$ cat config.mk
export PLATFORM = sky130hd
export DESIGN_NAME = systolic_array_sequencer
export DESIGN_NICKNAME = d
export VERILOG_FILES = /design/src/rtl/tpu_pkg.sv /design/src/rtl/skew_shift.sv /design/src/rtl/systolic_array_sequencer.sv
export SDC_FILE = /design/constraint.sdc
export NUM_CORES = 1
export LEC_CHECK = 0
export CAP_MARGIN = 20
export CORE_UTILIZATION = 51
export CTS_CLUSTER_DIAMETER = 30
export DETAILED_ROUTE_END_ITERATION = 8
export PLACE_DENSITY = 0.75
export SYNTH_ARGS = -nofsm -noshare
export SYNTH_HDL_FRONTEND = slang
export SYNTH_HIERARCHICAL = 1
export SYNTH_SLANG_ARGS = --single-unit
$ cat constraint.sdc
create_clock -name clk -period 8.3 [get_ports clk]
set_clock_uncertainty 0.1 [all_clocks]
set_input_delay 2.075 -clock clk [delete_from_list [all_inputs] [get_ports clk]]
set_output_delay 2.075 -clock clk [all_outputs]
set_load 0.05 [all_outputs]
$ cat src/rtl/tpu_pkg.sv
// Shared types for the systolic array control path: PE arithmetic modes
// and the tile sequencer state encoding.
package tpu_pkg;

    typedef enum logic [1:0] {
        MODE_Q88    = 2'b00,
        MODE_INT16  = 2'b01,
        MODE_INT8X2 = 2'b10,
        MODE_INT4X4 = 2'b11
    } sys_mode_e;

    typedef enum logic [2:0] {
        ST_IDLE,
        ST_LOAD0,
        ST_STREAM,
        ST_WAIT,
        ST_DRAIN,
        ST_FIN
    } seq_state_e;

endpackage

$ cat src/rtl/skew_shift.sv
// N-tap delay line: tap k carries the input delayed by k cycles, tap 0 is
// the input itself. Used to build diagonal row skew and column stagger.
module skew_shift #(
    parameter int W = 1,
    parameter int N = 4
) (
    input  logic                  clk,
    input  logic                  rst,
    input  logic [W-1:0]          d_i,
    output logic [N-1:0][W-1:0]   taps_o
);

    logic [N-1:1][W-1:0] stage_q;

    // Shift the input one stage further down the line every cycle.
    always_ff @(posedge clk or posedge rst) begin
        if (rst) begin
            stage_q <= '0;
        end else begin
            stage_q[1] <= d_i;
            for (int k = 2; k < N; k++) begin
                stage_q[k] <= stage_q[k-1];
            end
        end
    end

    // Expose the undelayed input as tap 0 and the registered stages after it.
    always_comb begin
        taps_o[0] = d_i;
        for (int k = 1; k < N; k++) begin
            taps_o[k] = stage_q[k];
        end
    end

endmodule

$ cat src/rtl/systolic_array_sequencer.sv
// Tile sequencer for an NxN weight-stationary systolic array. Loads weight
// rows bottom-first, streams skewed activation vectors, prefetches the next
// tile's weights behind the current stream, and flags psum-valid columns.
module systolic_array_sequencer
    import tpu_pkg::*;
#(
    parameter int N   = 4,
    parameter int M_W = 16,
    parameter int T_W = 8,
    parameter int AW  = 16
) (
    input  logic               clk,
    input  logic               rst,
    input  logic               start_i,
    input  logic [1:0]         cfg_mode_i,
    input  logic [M_W-1:0]     cfg_m_i,
    input  logic [T_W-1:0]     cfg_tiles_i,
    output logic               busy_o,
    output logic               done_o,
    output logic [1:0]         sys_mode_o,
    output logic               arr_enabled_o,
    output logic               wbuf_rd_en_o,
    output logic [AW-1:0]      wbuf_rd_addr_o,
    output logic [N-1:0]       arr_accept_w_o,
    output logic [N-1:0]       abuf_rd_en_o,
    output logic [N*AW-1:0]    abuf_rd_addr_o,
    output logic [N-1:0]       arr_valid_o,
    output logic [N-1:0]       arr_switch_o,
    output logic [N-1:0]       out_valid_o,
    output logic [T_W-1:0]     out_tile_o
);

    // The phase counter restarts at the first row-0 read of each tile. The
    // next tile's weight reads occupy phases PF_FIRST..PF_LAST, so every PE
    // has switched before its inactive buffer is overwritten; the next
    // tile may issue its first read once the phase has passed PF_LAST.
    localparam int PH_W       = $clog2(3 * N);
    localparam int PH_MAX     = 3 * N - 1;
    localparam int PF_FIRST   = 2 * N - 1;
    localparam int PF_LAST    = 3 * N - 2;
    localparam int DRAIN_LAST = 2 * N - 1;
    localparam int WF         = AW + T_W;
    localparam int AF         = T_W + M_W;
    localparam int RW         = 2 + AW;

    seq_state_e        state_q, state_d;
    logic [PH_W-1:0]   phase_q, phase_d, phase_inc;
    logic [M_W-1:0]    vec_q, vec_d, m_q, m_d;
    logic [T_W-1:0]    tile_q, tile_d, tiles_q, tiles_d;
    sys_mode_e         mode_q, mode_d;

    logic              last_vec, last_tile, next_ready;
    logic              wload, pf_rd;
    logic [PH_W-1:0]   wrow;
    logic [T_W-1:0]    wtile;
    logic [WF-1:0]     waddr_full;
    logic [AF-1:0]     aaddr_full;
    logic              row0_en, row0_sw;
    logic [RW-1:0]     row0_bundle;
    logic [N-1:0][RW-1:0] rtaps;
    logic [N-1:0][0:0]    otaps;

    logic [N-1:0]      accept_q, valid_q, switch_q;
    logic              obase_q;
    logic              sw_seen_q;
    logic [T_W-1:0]    otile_q;

    assign last_vec   = (vec_q == m_q - M_W'(1));
    assign last_tile  = (tile_q == tiles_q - T_W'(1));
    assign next_ready = (phase_q >= PH_W'(PF_LAST));
    assign phase_inc  = (phase_q == PH_W'(PH_MAX)) ? phase_q : phase_q + PH_W'(1);

    // Sequencer state, latched job configuration and tile/vector counters.
    always_ff @(posedge clk or posedge rst) begin
        if (rst) begin
            state_q <= ST_IDLE;
            phase_q <= '0;
            vec_q   <= '0;
            tile_q  <= '0;
            m_q     <= '0;
            tiles_q <= '0;
            mode_q  <= MODE_Q88;
        end else begin
            state_q <= state_d;
            phase_q <= phase_d;
            vec_q   <= vec_d;
            tile_q  <= tile_d;
            m_q     <= m_d;
            tiles_q <= tiles_d;
            mode_q  <= mode_d;
        end
    end

    // Next-state logic: load tile 0, then alternate streaming and waiting
    // for the prefetched weights until the last tile drains out.
    always_comb begin
        state_d = state_q;
        phase_d = phase_q;
        vec_d   = vec_q;
        tile_d  = tile_q;
        m_d     = m_q;
        tiles_d = tiles_q;
        mode_d  = mode_q;
        case (state_q)
            ST_IDLE: begin
                if (start_i) begin
                    m_d     = cfg_m_i;
                    tiles_d = cfg_tiles_i;
                    mode_d  = sys_mode_e'(cfg_mode_i);
                    phase_d = '0;
                    vec_d   = '0;
                    tile_d  = '0;
                    if (cfg_m_i == '0 || cfg_tiles_i == '0) begin
                        state_d = ST_FIN;
                    end else begin
                        state_d = ST_LOAD0;
                    end
                end
            end
            ST_LOAD0: begin
                if (phase_q == PH_W'(N - 1)) begin
                    state_d = ST_STREAM;
                    phase_d = '0;
                end else begin
                    phase_d = phase_inc;
                end
            end
            ST_STREAM: begin
                phase_d = phase_inc;
                vec_d   = vec_q + M_W'(1);
                if (last_vec) begin
                    vec_d = '0;
                    if (last_tile) begin
                        state_d = ST_DRAIN;
                        phase_d = '0;
                    end else if (next_ready) begin
                        tile_d  = tile_q + T_W'(1);
                        phase_d = '0;
                    end else begin
                        state_d = ST_WAIT;
                    end
                end
            end
            ST_WAIT: begin
                phase_d = phase_inc;
                if (next_ready) begin
                    state_d = ST_STREAM;
                    tile_d  = tile_q + T_W'(1);
                    phase_d = '0;
                end
            end
            ST_DRAIN: begin
                if (phase_q == PH_W'(DRAIN_LAST)) begin
                    state_d = ST_FIN;
                end else begin
                    phase_d = phase_inc;
                end
            end
            ST_FIN: begin
                state_d = ST_IDLE;
            end
            default: begin
                state_d = ST_IDLE;
            end
        endcase
    end

    assign busy_o        = (state_q == ST_LOAD0) || (state_q == ST_STREAM) ||
                           (state_q == ST_WAIT)  || (state_q == ST_DRAIN);
    assign arr_enabled_o = busy_o;
    assign done_o        = (state_q == ST_FIN);
    assign sys_mode_o    = mode_q;

    // Weight reads: tile 0 during LOAD0, later tiles as a prefetch window
    // behind the current stream; rows are fetched bottom row first.
    always_comb begin
        wload = (state_q == ST_LOAD0);
        pf_rd = ((state_q == ST_STREAM) || (state_q == ST_WAIT)) && !last_tile &&
                (phase_q >= PH_W'(PF_FIRST)) && (phase_q <= PH_W'(PF_LAST));
        wrow  = wload ? phase_q : phase_q - PH_W'(PF_FIRST);
        wtile = wload ? '0 : tile_q + T_W'(1);
        waddr_full = WF'(wtile) * WF'(N) + WF'(N - 1) - WF'(wrow);
        wbuf_rd_en_o   = wload || pf_rd;
        wbuf_rd_addr_o = wbuf_rd_en_o ? AW'(waddr_full) : '0;
    end

    // Row-0 activation read with its tile-start marker; lower rows see the
    // same request delayed by their row index.
    always_comb begin
        row0_en     = (state_q == ST_STREAM);
        row0_sw     = row0_en && (vec_q == '0);
        aaddr_full  = AF'(tile_q) * AF'(m_q) + AF'(vec_q);
        row0_bundle = row0_en ? {1'b1, row0_sw, AW'(aaddr_full)} : '0;
    end

    skew_shift #(.W(RW), .N(N)) u_row_skew (
        .clk    (clk),
        .rst    (rst),
        .d_i    (row0_bundle),
        .taps_o (rtaps)
    );

    // Drive each activation bank straight from its skew tap.
    always_comb begin
        for (int r = 0; r < N; r++) begin
            abuf_rd_en_o[r]            = rtaps[r][RW-1];
            abuf_rd_addr_o[r*AW +: AW] = rtaps[r][AW-1:0];
        end
    end

    // Align accept/valid/switch with the buffer data one cycle after the
    // read, and mark when row N-1's psums emerge at the bottom of column 0.
    always_ff @(posedge clk or posedge rst) begin
        if (rst) begin
            accept_q <= '0;
            valid_q  <= '0;
            switch_q <= '0;
            obase_q  <= 1'b0;
        end else begin
            accept_q <= {N{wbuf_rd_en_o}};
            for (int r = 0; r < N; r++) begin
                valid_q[r]  <= rtaps[r][RW-1];
                switch_q[r] <= rtaps[r][RW-2];
            end
            obase_q <= valid_q[N-1];
        end
    end

    assign arr_accept_w_o = accept_q;
    assign arr_valid_o    = valid_q;
    assign arr_switch_o   = switch_q;

    skew_shift #(.W(1), .N(N)) u_out_skew (
        .clk    (clk),
        .rst    (rst),
        .d_i    (obase_q),
        .taps_o (otaps)
    );

    // Column c sees the column-0 psum-valid delayed by c cycles.
    always_comb begin
        for (int c = 0; c < N; c++) begin
            out_valid_o[c] = otaps[c][0];
        end
    end

    // Tile tag for column-0 output: each switch reaching the last row marks
    // the next tile's data arriving at the bottom one cycle later.
    always_ff @(posedge clk or posedge rst) begin
        if (rst) begin
            sw_seen_q <= 1'b0;
            otile_q   <= '0;
        end else if (state_q == ST_IDLE) begin
            sw_seen_q <= 1'b0;
            otile_q   <= '0;
        end else if (switch_q[N-1]) begin
            sw_seen_q <= 1'b1;
            otile_q   <= sw_seen_q ? otile_q + T_W'(1) : '0;
        end
    end

    assign out_tile_o = out_valid_o[0] ? otile_q : '0;

endmodule

==> results.cfg, run 1 <==
[cells_and_area]
antenna_cells_inserted = 0
final_layout_size_suffix_gt1_share_pct = 5.83
layout-area-overhead-vs-synth_pct = 20.9
most_common_cell_after_layout_fill_and_taps_aside = nand2_1
final_cell_mix = nand2_1 (153), clkdlybuf4s50_1 (141), inv_1 (136)
fillers = 1594
layout.nets = 1334
final_cells = 1460
finish.utilization_pct = 63.7

[die]
die_width_um = 142
floorplan.rows = 50
number_of_placed_i_o_pins = 143
design.core.area_um2 = 18900
initial_utilization_pct = 52.7
die_h_um = 142
fp.dieArea_um2 = 20100

[sta]
drv_slew = 0
final_hold_viol_count = 0
totalNegativeSetupSlack_ns = 0
slew-limit-headroom_pct = 38.0
unrepaired_setup_endpoints_after_global_routing = false
layout_worst_path_cycle_share_pct = 96.3
worst-slew-pin-transition_ns = 0.930
achievable-frequency_ghz = 0.125
setup_viol = 0
timing.final.crit_period_ns = 8.00

[detailed_routing]
antenna_violating_nets_post_route = 0
dr_vias_cell = 5.39
drtPass1Iterations = 5
drc = 0
dr_total_vias = 7870
wire_length_per_cell_after_detailed_routing_um = 15.9
route.final.wire_length_um = 23200
drt_iter0_drc = 527

[synth]
ys_seq_elements = 133
synth_cells = 1090
synth_enable_flop_cells = 0
synth_ff_type = dfrtp_1
synth_area_leaders = dfrtp_1 (33%), fa_1 (15%), nand2_1 (5.8%)
synth_cell_area_um2 = 9950
synthArstFlopShare_pct = 100
synth.lib_cells_used.distinct = 66
netlist.top_cell.by_area = dfrtp_1
postSynthAreaPerCell_um2 = 9.13
mappedNetlistNets = 1237
yosysWarningCount = 6
synth_top_cell_area_share_pct = 33.4
ys_seq_area_share_pct = 33.4

[global_route]
grtUsageTotal_pct = 24.9
gr-total-overflow = 0
initial_antenna_violation_count = 0
grt_pass1_wl_um = 39000
grt_start_max_net_pins = 56
via_count_of_the_first_global_routing_pass = 7848

[setup_path]
required_ns = 6.12
cp-start-kind = flop
crit_path_end_kind = output pin
timing_worst_setup_path_type = reg2out
arrival_ns = 5.82
path_max_fanout = 14

[clock_tree]
tritoncts_num_sinks = 133
holdBufCountCts = 0
ctsLongestPathBuffers = 2
ctsRootBufferMaster = clkbuf_16
cts_resized = 0
cts_setup_buffers = 0
cts-htree-levels = 4
path_clk_slew_ns = 0.06
cts_tree = built
worstSkewPairLatency_ns = 0.43
cts_inserted_buffers = 17

[pwr]
power_per_standard_cell_area_nw_per_um2 = 435
total_leakage_power_nw = 5.73
ir_drop_mv = 0.208

[min_path]
worstHoldPathType = reg2reg

[run_status]
run_status = complete, no violations

[job]
max-cap-violations = 0

[placed_design]
port-buffer-count = 142
dpl.cell_count = 1427
gp_congestion = 0.887
post-dp-hpwl_um = 17300
per-stage QoR:
step           power [W]  cell area (um^2)  hold WS (ns)  worst slack (ns)
2_1_floorplan    0.00363              9950         0.231              1.37
3_3_place_gp     0.00433             11400         0.233             0.713
3_5_place_dp     0.00443             11400         0.246             0.626
4_1_cts          0.00525             12000         0.259             0.113
5_1_grt          0.00567             12000         0.269            0.0445
6_report         0.00524             12000         0.253             0.303
critical path: stages (launching register included):
cell,delay (ns)
dfrtp_1,0.63
nand2_1,0.13
fa_1,0.49
inv_1,0.05
fa_1,0.46
ha_1,0.29
inv_1,0.05
fa_1,0.52
inv_1,0.06
fa_1,0.47
a21o_1,0.18
a21o_1,0.19
a21oi_1,0.19
o21ai_0,0.15
a41oi_1,0.29
a21oi_1,0.12
xnor2_1,0.14
nor2_1,0.13
clkdlybuf4s50_1,0.84
cell type report:
type                            count  area (um^2)  area share, %
Clock buffer                       18          439           3.65
Clock inverter                     14          188           1.56
Inverter                          138          518           4.30
Multi-Input combinational cell    742         5700           47.4
Sequential cell                   133         3330           27.7
Tap cell                          260          325           2.70
Timing Repair Buffer              155         1530           12.7
sequential cells by signal, summed over array words and instances, names as in the netlist, 8 cells and up:
name / cells
vec_q: 16
m_q: 16
tile_q: 8
otile_q: 8
tiles_q: 8
u_row_skew/taps_o: 54
layer usage:
layer / vias up / GRT usage, % / part of all wire, %
met1: 3841 / 33.0 / 45
met3: 63 / 4.72 / 6.4
met5: - / 0 / 0
met4: 0 / 10.6 / 2.8
met2: 298 / 40.1 / 46
li1: 3668 / - / -
final timing paths:
path                                                       from                               to  slack (ns)  depth (start not counted)
worst min register to register  u_row_skew/taps_o[70]$_DFF_PP0_        arr_switch_o[3]$_DFF_PP0_        0.25                          0
max in group asynchronous                                   rst               m_q[3]$_DFFE_PP0P_        4.98                          3
worst max-delay path                         m_q[4]$_DFFE_PP0P_               abuf_rd_addr_o[15]        0.30                         18
worst min-delay path            u_row_skew/taps_o[70]$_DFF_PP0_        arr_switch_o[3]$_DFF_PP0_        0.25                          0
worst max register to register               m_q[4]$_DFFE_PP0P_  u_row_skew/taps_o[33]$_DFF_PP0_        3.57                         17
min in group asynchronous                                   rst   u_out_skew/taps_o[3]$_DFF_PP0_        1.82                          2
power breakdown:
group	switching, W	internal [W]
combinational	0.00203	0.00127
clock	0.000313	0.000489
sequential	0.000305	0.000834
total	0.00265	0.00259
cells by family after synthesis:
kind of cell | count (synthesis) | share of synthesized area [%]
AO/OA/AOI/OAI | 146 | 9.38
XOR/XNOR | 69 | 6.07
adder cells (fa/ha/maj) | 118 | 20.5
buffers and inverters | 215 | 9.26
flip-flops | 133 | 33.4
multiplexers | 7 | 0.729
AND/OR/NAND/NOR | 402 | 20.6
cells in the mapped netlist, types with 7 or more instances:
cell type and number:
nand3_1 20, nand2_1 153, inv_1 138, o31ai_1 8, xnor2_1 46, fa_1 75, nor2b_1 13, nor4_1 15
ha_1 43, xor2_1 23, clkbuf_1 42, a21oi_1 34, nand2b_1 13, or3_1 7, or2_2 7, nor2_1 46
a21o_1 14, and3_1 11, and2_1 71, a31oi_1 13, buf_4 27, dfrtp_1 133, o21ai_0 42, nor3_1 15
No activity file was read; power rests on OpenSTA's default activity.
==> inputs of run 2 (changes only) <==
--- a/config.mk
+++ b/config.mk
@@ -7,7 +7,6 @@
 export LEC_CHECK = 0
 export CAP_MARGIN = 20
 export CORE_UTILIZATION = 51
-export CTS_CLUSTER_DIAMETER = 30
 export DETAILED_ROUTE_END_ITERATION = 8
 export PLACE_DENSITY = 0.75
 export SYNTH_ARGS = -nofsm -noshare
==> results of run 2 <==
No change in the layout: final DEF, timing and power equal those of run 1.
